$ cat src/rtl/ctrl_pkg.sv
// Shared decode constants, control bundle and FSM state type for decode_ctrl_pipe.
// Optional illegal-instruction trapping is selected in the top by ILLEGAL_TRAP_EN.
package ctrl_pkg;

    localparam logic [6:0] OP_LOAD   = 7'b0000011;
    localparam logic [6:0] OP_IMM    = 7'b0010011;
    localparam logic [6:0] OP_AUIPC  = 7'b0010111;
    localparam logic [6:0] OP_STORE  = 7'b0100011;
    localparam logic [6:0] OP_OP     = 7'b0110011;
    localparam logic [6:0] OP_LUI    = 7'b0110111;
    localparam logic [6:0] OP_BRANCH = 7'b1100011;
    localparam logic [6:0] OP_JALR   = 7'b1100111;
    localparam logic [6:0] OP_JAL    = 7'b1101111;

    localparam logic [6:0] F7_BASE = 7'b0000000;
    localparam logic [6:0] F7_ALT  = 7'b0100000;
    localparam logic [6:0] F7_MUL  = 7'b0000001;

    localparam logic [2:0] IMM_I = 3'b000;
    localparam logic [2:0] IMM_S = 3'b001;
    localparam logic [2:0] IMM_B = 3'b010;
    localparam logic [2:0] IMM_J = 3'b011;
    localparam logic [2:0] IMM_U = 3'b100;

    localparam logic [4:0] ALU_ADD    = 5'd0;
    localparam logic [4:0] ALU_SUB    = 5'd1;
    localparam logic [4:0] ALU_SLL    = 5'd2;
    localparam logic [4:0] ALU_SLT    = 5'd3;
    localparam logic [4:0] ALU_SLTU   = 5'd4;
    localparam logic [4:0] ALU_XOR    = 5'd5;
    localparam logic [4:0] ALU_SRL    = 5'd6;
    localparam logic [4:0] ALU_SRA    = 5'd7;
    localparam logic [4:0] ALU_OR     = 5'd8;
    localparam logic [4:0] ALU_AND    = 5'd9;
    localparam logic [4:0] ALU_BEQ    = 5'd10;
    localparam logic [4:0] ALU_BLT    = 5'd11;
    localparam logic [4:0] ALU_BLTU   = 5'd12;
    localparam logic [4:0] ALU_LUI    = 5'd13;
    localparam logic [4:0] ALU_MUL    = 5'd14;
    localparam logic [4:0] ALU_MULH   = 5'd15;
    localparam logic [4:0] ALU_MULHSU = 5'd16;
    localparam logic [4:0] ALU_MULHU  = 5'd17;
    localparam logic [4:0] ALU_DIV    = 5'd18;
    localparam logic [4:0] ALU_DIVU   = 5'd19;
    localparam logic [4:0] ALU_REM    = 5'd20;
    localparam logic [4:0] ALU_REMU   = 5'd21;

    typedef struct packed {
        logic       reg_write;
        logic [1:0] res_src;
        logic       mem_write;
        logic       jump;
        logic       branch;
        logic       alu_src_a;
        logic       alu_src_b;
        logic       adder_src;
        logic [2:0] imm_src;
        logic [4:0] alu_code;
    } ctrl_t;

    typedef enum logic {
        IDLE,
        MC_BUSY
    } state_t;

    // Integer ALU op for OP / OP-IMM; alt selects sub or sra.
    function automatic logic [4:0] alu_base(input logic [2:0] f3, input logic alt);
        case (f3)
            3'b000:  return alt ? ALU_SUB : ALU_ADD;
            3'b001:  return ALU_SLL;
            3'b010:  return ALU_SLT;
            3'b011:  return ALU_SLTU;
            3'b100:  return ALU_XOR;
            3'b101:  return alt ? ALU_SRA : ALU_SRL;
            3'b110:  return ALU_OR;
            default: return ALU_AND;
        endcase
    endfunction

endpackage

$ cat src/rtl/ctrl_decode.sv
// Combinational RV32IM decoder: instruction fields -> control bundle,
// multi-cycle flag, latency select (0 = MUL, 1 = DIV) and illegal flag.
module ctrl_decode
    import ctrl_pkg::*;
(
    input  logic [6:0] op,
    input  logic [2:0] funct3,
    input  logic [6:0] funct7,
    output ctrl_t      ctrl,
    output logic       is_mc,
    output logic       lat_div,
    output logic       illegal
);

    logic legal;

    always_comb begin
        ctrl    = '0;
        is_mc   = 1'b0;
        lat_div = 1'b0;
        legal   = 1'b0;
        case (op)
            OP_LOAD: if (funct3 != 3'b011 && funct3[2:1] != 2'b11) begin
                legal          = 1'b1;
                ctrl.reg_write = 1'b1;
                ctrl.res_src   = 2'b01;
                ctrl.alu_src_b = 1'b1;
            end
            OP_STORE: if (!funct3[2] && funct3 != 3'b011) begin
                legal          = 1'b1;
                ctrl.mem_write = 1'b1;
                ctrl.alu_src_b = 1'b1;
                ctrl.imm_src   = IMM_S;
            end
            OP_IMM: if ((funct3 == 3'b001) ? (funct7 == F7_BASE) :
                        (funct3 == 3'b101) ? (funct7 == F7_BASE || funct7 == F7_ALT) : 1'b1) begin
                legal          = 1'b1;
                ctrl.reg_write = 1'b1;
                ctrl.alu_src_b = 1'b1;
                // immediates share funct7 bits, so only shifts may select the alternate op
                ctrl.alu_code  = alu_base(funct3, funct3 == 3'b101 && funct7[5]);
            end
            OP_OP: begin
                if (funct7 == F7_MUL) begin
                    legal          = 1'b1;
                    is_mc          = 1'b1;
                    lat_div        = funct3[2];
                    ctrl.reg_write = 1'b1;
                    ctrl.alu_code  = (funct3[2] ? ALU_DIV : ALU_MUL) + {3'b000, funct3[1:0]};
                end else if (funct7 == F7_BASE ||
                             (funct7 == F7_ALT && (funct3 == 3'b000 || funct3 == 3'b101))) begin
                    legal          = 1'b1;
                    ctrl.reg_write = 1'b1;
                    ctrl.alu_code  = alu_base(funct3, funct7[5]);
                end
            end
            OP_LUI: begin
                legal          = 1'b1;
                ctrl.reg_write = 1'b1;
                ctrl.alu_src_b = 1'b1;
                ctrl.imm_src   = IMM_U;
                ctrl.alu_code  = ALU_LUI;
            end
            OP_AUIPC: begin
                legal          = 1'b1;
                ctrl.reg_write = 1'b1;
                ctrl.alu_src_a = 1'b1;
                ctrl.alu_src_b = 1'b1;
                ctrl.imm_src   = IMM_U;
            end
            OP_BRANCH: if (funct3[2:1] != 2'b01) begin
                legal         = 1'b1;
                ctrl.branch   = 1'b1;
                ctrl.imm_src  = IMM_B;
                ctrl.alu_code = !funct3[2] ? ALU_BEQ : (funct3[1] ? ALU_BLTU : ALU_BLT);
            end
            OP_JALR: if (funct3 == 3'b000) begin
                legal          = 1'b1;
                ctrl.reg_write = 1'b1;
                ctrl.res_src   = 2'b10;
                ctrl.jump      = 1'b1;
                ctrl.alu_src_b = 1'b1;
                ctrl.adder_src = 1'b1;
                ctrl.imm_src   = IMM_I;
            end
            OP_JAL: begin
                legal          = 1'b1;
                ctrl.reg_write = 1'b1;
                ctrl.res_src   = 2'b10;
                ctrl.jump      = 1'b1;
                ctrl.imm_src   = IMM_J;
            end
            default: ;
        endcase
        illegal = !legal;
    end

endmodule

$ cat src/rtl/decode_ctrl_pipe.sv
// D/E control pipeline register with multi-cycle MUL/DIV sequencing.
// Define ILLEGAL_TRAP_EN to carry undecodable instructions into E flagged illegal_e.
module decode_ctrl_pipe
    import ctrl_pkg::*;
#(
    parameter int ALU_CTRL_W  = 5,
    parameter int MUL_LATENCY = 2,
    parameter int DIV_LATENCY = 8
) (
    input  logic                  clk,
    input  logic                  rst_n,
    input  logic [31:0]           instr_d,
    input  logic                  valid_d,
    input  logic                  stall_e,
    input  logic                  flush_e,
    output logic                  reg_write_e,
    output logic [1:0]            res_src_e,
    output logic                  mem_write_e,
    output logic                  jump_e,
    output logic                  branch_e,
    output logic                  alu_src_a_e,
    output logic                  alu_src_b_e,
    output logic                  adder_src_e,
    output logic [2:0]            imm_src_e,
    output logic [ALU_CTRL_W-1:0] alu_control_e,
    output logic                  valid_e,
    output logic                  illegal_e,
    output logic                  mc_start_e,
    output logic                  busy_d
);

    localparam int MAX_LAT = (MUL_LATENCY > DIV_LATENCY) ? MUL_LATENCY : DIV_LATENCY;
    localparam int CNT_W   = (MAX_LAT > 2) ? $clog2(MAX_LAT) : 1;
    localparam logic [CNT_W-1:0] MUL_CNT = CNT_W'((MUL_LATENCY > 1) ? MUL_LATENCY - 2 : 0);
    localparam logic [CNT_W-1:0] DIV_CNT = CNT_W'((DIV_LATENCY > 1) ? DIV_LATENCY - 2 : 0);

    ctrl_t            ctrl_d, ctrl_q;
    logic             dec_mc, dec_div, dec_ill;
    logic             accept, hold, load, multi;
    logic             valid_q, mc_start_q;
    state_t           state_q, state_n;
    logic [CNT_W-1:0] cnt_q, cnt_n;

    ctrl_decode u_decode (
        .op      (instr_d[6:0]),
        .funct3  (instr_d[14:12]),
        .funct7  (instr_d[31:25]),
        .ctrl    (ctrl_d),
        .is_mc   (dec_mc),
        .lat_div (dec_div),
        .illegal (dec_ill)
    );

    assign hold  = stall_e || (state_q == MC_BUSY);
    assign load  = !flush_e && !hold && accept;
    assign multi = dec_div ? (DIV_LATENCY > 1) : (MUL_LATENCY > 1);

    always_comb begin
        state_n = state_q;
        cnt_n   = cnt_q;
        case (state_q)
            IDLE: if (load && dec_mc && multi) begin
                state_n = MC_BUSY;
                cnt_n   = dec_div ? DIV_CNT : MUL_CNT;
            end
            MC_BUSY: begin
                if (flush_e) begin
                    state_n = IDLE;
                    cnt_n   = '0;
                end else if (cnt_q == '0) begin
                    state_n = IDLE;
                end else begin
                    cnt_n = cnt_q - 1'b1;
                end
            end
            default: begin
                state_n = IDLE;
                cnt_n   = '0;
            end
        endcase
    end

    always_ff @(posedge clk or negedge rst_n) begin
        if (!rst_n) begin
            state_q <= IDLE;
            cnt_q   <= '0;
        end else begin
            state_q <= state_n;
            cnt_q   <= cnt_n;
        end
    end

    always_ff @(posedge clk or negedge rst_n) begin
        if (!rst_n) begin
            ctrl_q     <= '0;
            valid_q    <= 1'b0;
            mc_start_q <= 1'b0;
        end else if (flush_e) begin
            ctrl_q     <= '0;
            valid_q    <= 1'b0;
            mc_start_q <= 1'b0;
        end else if (hold) begin
            mc_start_q <= 1'b0;
        end else if (!accept) begin
            ctrl_q     <= '0;
            valid_q    <= 1'b0;
            mc_start_q <= 1'b0;
        end else begin
            ctrl_q     <= ctrl_d;
            valid_q    <= 1'b1;
            mc_start_q <= dec_mc;
        end
    end

`ifdef ILLEGAL_TRAP_EN
    logic illegal_q;

    assign accept = valid_d;

    always_ff @(posedge clk or negedge rst_n) begin
        if (!rst_n) begin
            illegal_q <= 1'b0;
        end else if (flush_e) begin
            illegal_q <= 1'b0;
        end else if (!hold) begin
            illegal_q <= valid_d && dec_ill;
        end
    end

    assign illegal_e = illegal_q;
`else
    assign accept    = valid_d && !dec_ill;
    assign illegal_e = 1'b0;
`endif

    assign reg_write_e   = ctrl_q.reg_write;
    assign res_src_e     = ctrl_q.res_src;
    assign mem_write_e   = ctrl_q.mem_write;
    assign jump_e        = ctrl_q.jump;
    assign branch_e      = ctrl_q.branch;
    assign alu_src_a_e   = ctrl_q.alu_src_a;
    assign alu_src_b_e   = ctrl_q.alu_src_b;
    assign adder_src_e   = ctrl_q.adder_src;
    assign imm_src_e     = ctrl_q.imm_src;
    assign alu_control_e = ALU_CTRL_W'(ctrl_q.alu_code);
    assign valid_e       = valid_q;
    assign mc_start_e    = mc_start_q;
    assign busy_d        = (state_q == MC_BUSY);

endmodule

$ cat config.mk
export PLATFORM = sky130hd
export DESIGN_NAME = decode_ctrl_pipe
export DESIGN_NICKNAME = d
export VERILOG_FILES = /design/src/rtl/ctrl_pkg.sv /design/src/rtl/ctrl_decode.sv /design/src/rtl/decode_ctrl_pipe.sv
export SDC_FILE = /design/constraint.sdc
export NUM_CORES = 1
export LEC_CHECK = 0
export ABC_AREA = 1
export CAP_MARGIN = 0
export CORE_ASPECT_RATIO = 1.1
export CORE_MARGIN = 2
export CORE_UTILIZATION = 40
export DETAILED_ROUTE_END_ITERATION = 16
export PLACE_DENSITY_LB_ADDON = 0.2
export SLEW_MARGIN = 10
export SYNTH_ARGS = -nofsm -noshare
export SYNTH_HDL_FRONTEND = slang
export SYNTH_SLANG_ARGS = --single-unit
$ cat constraint.sdc
create_clock -name clk -period 3.11 [get_ports clk]
set_input_delay 0.933 -clock clk [delete_from_list [all_inputs] [get_ports clk]]
set_output_delay 0.933 -clock clk [all_outputs]
set_load 0.005 [all_outputs]
Yosys cells after proc, flatten, opt, wreduce, memory -nomap -nowiden --
Index checks and enable logic that the tools add are counted.
Operators by class: equality and inequality tests 23, mux-type cells 59, add/sub/neg operators 2, bitwise logic cells 1, reductions and logical operators 21
Operators by type and width (count):
- case mux 5 bit (7 select lines) | 2
- two-way mux 17 bit | 3
- two-way mux 1 bit | 31
- two-way mux 5 bit | 6
- equality test 7 x 6 -> 1 bit (second input constant) | 4
- equality test 7 bit (second input constant) | 3
- two-way mux 3 bit | 7
- case mux 5 bit (4 select lines) | 1
- case mux 3 bit (5 select lines) | 1
- equality test 7 x 5 -> 1 bit (second input constant) | 2
- case mux 1 bit (5 select lines) | 2
- equality test 3 bit (second input constant) | 3
- logical AND 1 bit | 8
- equality test 7 x 1 -> 1 bit (second input constant) | 1
- equality test 7 x 2 -> 1 bit (second input constant) | 1
- logical NOT 7 bit | 1
- two-way mux 7 bit | 1
- case mux 1 bit (7 select lines) | 1
- equality test 3 x 2 -> 1 bit (second input constant) | 2
- logical NOT 3 bit | 2
- inequality test 2 bit (second input constant) | 3
- case mux 2 bit (3 select lines) | 1
- case mux 3 bit (2 select lines) | 1
- adder 5 x 2 -> 5 bit | 1
- other kinds (12) | 18
Word-level totals: input bits 37, bits in registers 23, logic and storage cells 120, output and inout port bits 21

Longest topological paths before layout --
depth in word-level cells 12, gate-level depth with buffers 14, gate-level depth less buffers 14

Cells and area by module --
From an unflattened synthesis, not the netlist that was laid out.
Second synthesis, totals: cell total of the unflattened synthesis 255, area, all modules 1730.4 µm²
Modules (own cells, without submodules):
- decode_ctrl_pipe | area an instance 1091.0 µm², times used 1, cells each 117
- ctrl_decode | area an instance 639.4 µm², times used 1, cells each 138

Worst setup path before layout --
No wires, ideal clock.
path type in2reg, from input instr_d[1], to register cnt_q[0], slack 1.011 ns, required time 2.993 ns, arrival time 1.982 ns, library setup time 0.117 ns, path buffers 0, cell stages on the path 13, cells stage by stage nand2_2 nor2_2 nand2_4 nor2_2 nand2_2 nand3_2 nor2_2 nand2_4 nand3_4 nand2_4 nand2_2 nand2_1 nand2_1
On the way: cells in the longest elaborated chain, start to end 8, elaborated cells between the ends (all ways) 17, classes of those cells eq/ne: 10; mux: 2; reduce/logical: 5
Ends and longest elaborated chain:
- from (decl) | line decode_ctrl_pipe.sv:12 | input logic [31:0] instr_d,
- equality test 7 x 6 -> 1 bit (tied with other cells) | line ctrl_decode.sv:22 | case (op)
- OR reduction 3 bit (no source line)
- case mux 1 bit (7 select lines) | line ctrl_decode.sv:22
- logical AND 1 bit | line decode_ctrl_pipe.sv:132 | assign accept = valid_d && !dec_ill;
- logical AND 1 bit | line decode_ctrl_pipe.sv:55 | assign load = !flush_e && !hold && accept;
- logical AND 1 bit (*) | line decode_ctrl_pipe.sv:62 | IDLE: if (load && dec_mc && multi) begin
- inequality test 2 bit (no source line) (*)
- AND reduction 2 bit (no source line) (*)
- to (signal assigned) | line decode_ctrl_pipe.sv:89 | cnt_q <= cnt_n;
- to (decl) | line decode_ctrl_pipe.sv:42 | logic [CNT_W-1:0] cnt_q, cnt_n;
Every way passes the cells marked *; elsewhere a longest branch is shown, timed or not. A chain may end at the register's enable or synchronous reset.

Worst setup path in the final report --
from input instr_d[13], to register ctrl_q, in the netlist alu_control_e[0]
On the way: cells in the longest elaborated chain, start to end 11, elaborated cells between the ends (all ways) 41, classes of those cells eq/ne: 9; mux: 24; reduce/logical: 8
Ends and longest elaborated chain:
- parallel branches: the longest is 8 deep, another holds case mux 5 bit (7 select lines)
- two-way mux 17 bit (*) | line decode_ctrl_pipe.sv:104 | end else if (!accept) begin
- two-way mux 17 bit (*) | line decode_ctrl_pipe.sv:102 | end else if (hold) begin
- two-way mux 17 bit (*) | line decode_ctrl_pipe.sv:98 | end else if (flush_e) begin
- to (signal assigned) | line decode_ctrl_pipe.sv:109 | ctrl_q <= ctrl_d;
- to (decl) | line decode_ctrl_pipe.sv:37 | ctrl_t ctrl_d, ctrl_q;
Mark *: on every way between the ends. The select of a mux whose other input is x is not followed.

==> reports/qor.log <==
[status] outcome completed
[yosys] count of mapped cells out of synthesis 225
[yosys] warnings from Yosys 0
[power_and_ir_drop] Design Power 0.577 mW
[yosys] share of the yosys chip area belonging to registers 34.2%
[timing] slew at the pin closest to its max-slew limit 0.612 ns
[power_and_ir_drop] clock network fraction of design power 31.3%
[finish] Finished Cell Area 2230 um^2
[timing] setup repair after global routing missed its margin false
[yosys] Synth async-reset ratio 100%
[worst_setup_path] internal reg-to-reg setup slack 1.63 ns
[yosys] Syn Std Cell Area 1680 um^2
[route] wire length per cell after detailed routing 11.1 um
[route] initial detailed-routing violation count 92
[yosys] Synth Flop Type sky130_fd_sc_hd__dfrtp_1
[worst_setup_path] kind of end point of the critical path register
[clocking] clock-pin slew on the worst setup and hold paths 0.08 ns
[yosys] count leader, synth sky130_fd_sc_hd__nand2_1
[power_and_ir_drop] net switching fraction of the power 25.3%
[worst_setup_path] Worst Setup Path Type input port to register
[timing] number of failing hold endpoints at the final stage 0
[route] DRC 0
[min_path] endpoint of the worst hold path cnt_q[1]
[timing] count of final setup violators 0
[clocking] clock tree root buffer cell sky130_fd_sc_hd__clkbuf_8
[grt] Overflow after GRT 0
[power_and_ir_drop] Sequential Power Share 52.2%
[yosys] post-synthesis average cell area 7.48 um^2
[min_path] start point of the worst min-delay path cnt_q[1]
[timing] tightest slew margin relative to the limit 59.1%
[grt] overall track demand over capacity in global routing 16.6%
[yosys] share of the synthesized area in the top cell type 34.2%
[finish] fraction of layout instances using a drive strength above 1 18.7%
[clocking] maximum root-to-sink buffer count 2
[yosys] Post-synth EDFFs 0
[grt] vias in the first global route 1,473
[floorplanning] Core Box Area 3990 um^2
[worst_setup_path] critical register-to-register path endpoint cnt_q[0]
[worst_setup_path] CP Max Fanout 8
[placement] weighted congestion at the end of routability-driven global placement 0.838
[timing] Post-Route Hold Slack 0.477 ns
[worst_setup_path] data arrival at the endpoint of the critical path 2.74 ns
[yosys] largest cells by area after synthesis sky130_fd_sc_hd__dfrtp_1 (34%), sky130_fd_sc_hd__nand2_1 (16%), sky130_fd_sc_hd__nand3_1 (6.2%)
[power_and_ir_drop] Comb power frac 16.5%
[floorplanning] die outline height 72.0 um
[worst_setup_path] data required time at the worst endpoint 3.26 ns
[floorplanning] io pins 58
[floorplanning] Die X-Extent 65.8 um
[finish] post-layout util 55.9%
[placement] Area after DPL 2180 um^2
[clocking] TritonCTS Buffers 3
[floorplanning] die footprint 4740 um^2
[yosys] synthesis-stage register bit count 23
[timing] Achievable Freq 387 MHz
[clocking] H-tree depth 1
[grt] antenna violations before repair 0
[finish] Layout area overhead 32.6%
[clocking] post-CTS sizing 0
[worst_setup_path] origin of the critical flop-to-flop path busy_d
[timing] Fin Clk Skew 0.00235 ns
[route] Detailed Routing Iterations Pass 1 4
[min_path] type of the worst min-delay path register to register
[clocking] clk sink count 23
[floorplanning] count of standard-cell rows 24
[finish] count of nets after finishing 319
[power_and_ir_drop] net switching power figure 0.146 mW
[placement] Post-DP HPWL 2950 um
[clocking] quantity of hold-fixing buffers added after cts 0
[run] Max-cap violations 0
[clocking] CTS tree done
[yosys] number of different library cells in the post-synthesis netlist 31
[timing] shortest period the worst path allows 2.58 ns
[clocking] worst skew pair latency 0.26 ns
[route] number of antenna-violating nets in the routed design 0
[placement] Port Buffer Count 41
[power_and_ir_drop] Max VDD drop 0.125 mV
[worst_setup_path] Critical Path Start Type input port
[clocking] postcts setup bufs 0
[power_and_ir_drop] internal power component 0.431 mW
[timing] number of max-slew violations in the final report 0
[route] vias per std cell 4.91
[yosys] Syn Nets 270
[grt] pin count of the biggest net entering global routing 24
[timing] setup_tns 0 ns
[grt] global-route wire length before repair 6350 um
[worst_setup_path] Register-to-Register Path Depth 8
[floorplanning] initial cell density of the core 42.1%
[finish] Layout fillers 394
[yosys] most frequent cells after synthesis sky130_fd_sc_hd__nand2_1 (71), sky130_fd_sc_hd__dfrtp_1 (23), sky130_fd_sc_hd__nand3_1 (21)
[route] overall via count from detail_route 1,595
[finish] area of the multi-input gates 1010 um^2
[finish] footprint of the flip-flops and latches 576 um^2
[power_and_ir_drop] power per standard cell area 259 nW/um^2
[route] total wire length after detailed routing 3600 um
[yosys] library cell with the largest summed area after synthesis sky130_fd_sc_hd__dfrtp_1
[finish] count of inserted antenna diode cells 0
[timing] share of the clock period used by the worst path 83.1%
[power_and_ir_drop] leak pwr 1.15 nW
[min_path] Min-Delay Path Depth 2
[power groups by stage]
| stage | Combinational, mW | Sequential (mW) | Clock [mW] |
|---|---|---|---|
| floorplan | 0.0430 | 0.307 | 0 |
| global placement | 0.0948 | 0.307 | 0 |
| detailed placement | 0.0963 | 0.307 | 0 |
| CTS | 0.0965 | 0.301 | 0.186 |
| global route | 0.107 | 0.301 | 0.199 |
| finish | 0.0953 | 0.301 | 0.181 |
[registers in the layout, indices dropped and copies added (netlist names), 2 cells and up]
signal	cells
res_src_e	2
alu_control_e	5
cnt_q	3
imm_src_e	3
[final cells by class]
type                            instances  share of cell area (%)
Timing Repair Buffer                   46                    20.1
Clock inverter                          1                   0.224
Clock buffer                            3                    1.85
Multi-Input combinational cell        178                    45.4
Tap cell                               52                    2.92
Inverter                               22                    3.70
Sequential cell                        23                    25.8
[kinds of logic (layout without fill, tap and decap cells)]
kind of cell / after synthesis / in the layout / synth area share (%)
compound gates: 23 / 23 / 8.70
fa+ha+maj: 8 / 8 / 5.95
buf+inv: 24 / 72 / 5.58
flops: 23 / 23 / 34.2
other cells: 1 / 1 / 0.223
simple gates: 146 / 146 / 45.4
[placed cells by master, fill, tap and decap left out, types with 5 or more instances in the layout]
cell	instances
sky130_fd_sc_hd__nand3_1	21
sky130_fd_sc_hd__buf_4	5
sky130_fd_sc_hd__nand2_1	71
sky130_fd_sc_hd__inv_1	15
sky130_fd_sc_hd__clkdlybuf4s50_1	41
sky130_fd_sc_hd__dfrtp_1	23
sky130_fd_sc_hd__o21ai_1	6
sky130_fd_sc_hd__nor2_1	16
sky130_fd_sc_hd__inv_2	7
sky130_fd_sc_hd__o21ai_0	5
sky130_fd_sc_hd__nand2_2	9
sky130_fd_sc_hd__ha_1	8
[worst max-delay path by stage]
stage                            from          endpoint  slack (ns)
after floorplan            instr_d[1]          cnt_q[0]        1.01
after global placement    instr_d[13]          cnt_q[1]        0.29
after detailed placement  instr_d[13]  alu_control_e[0]        0.25
after CTS                 instr_d[13]  alu_control_e[0]        0.53
after global routing      instr_d[13]  alu_control_e[3]        0.40
final                     instr_d[13]  alu_control_e[0]        0.53
[per-layer routing]
| layer | track usage, % | share of wire (%) | up-vias |
|---|---|---|---|
| met5 | 0 | 0 | - |
| met3 | 0.620 | 4.2 | 4 |
| met1 | 21.6 | 46 | 732 |
| met2 | 29.3 | 49 | 42 |
| met4 | 6.25 | 1.4 | 0 |
| li1 | - | - | 817 |
[metrics by stage]
stage | setup slack, ns | instances
2_1_floorplan | 1.01 | 225
3_3_place_gp | 0.286 | 321
3_5_place_dp | 0.251 | 321
4_1_cts | 0.531 | 325
5_1_grt | 0.400 | 325
6_report | 0.526 | 325
[critical path: stages]
cell and delay [ns]:
sky130_fd_sc_hd__clkdlybuf4s50_1 0.65, sky130_fd_sc_hd__inv_2 0.13, sky130_fd_sc_hd__nand3_2 0.13, sky130_fd_sc_hd__nand3b_1 0.22, sky130_fd_sc_hd__nand3_2 0.10, sky130_fd_sc_hd__nor2_2 0.15, sky130_fd_sc_hd__nand2_4 0.10, sky130_fd_sc_hd__nand2_4 0.13
sky130_fd_sc_hd__nor2_8 0.05, sky130_fd_sc_hd__o21ai_2 0.08, sky130_fd_sc_hd__nand2_1 0.06
(Power assumes the default switching activity.)
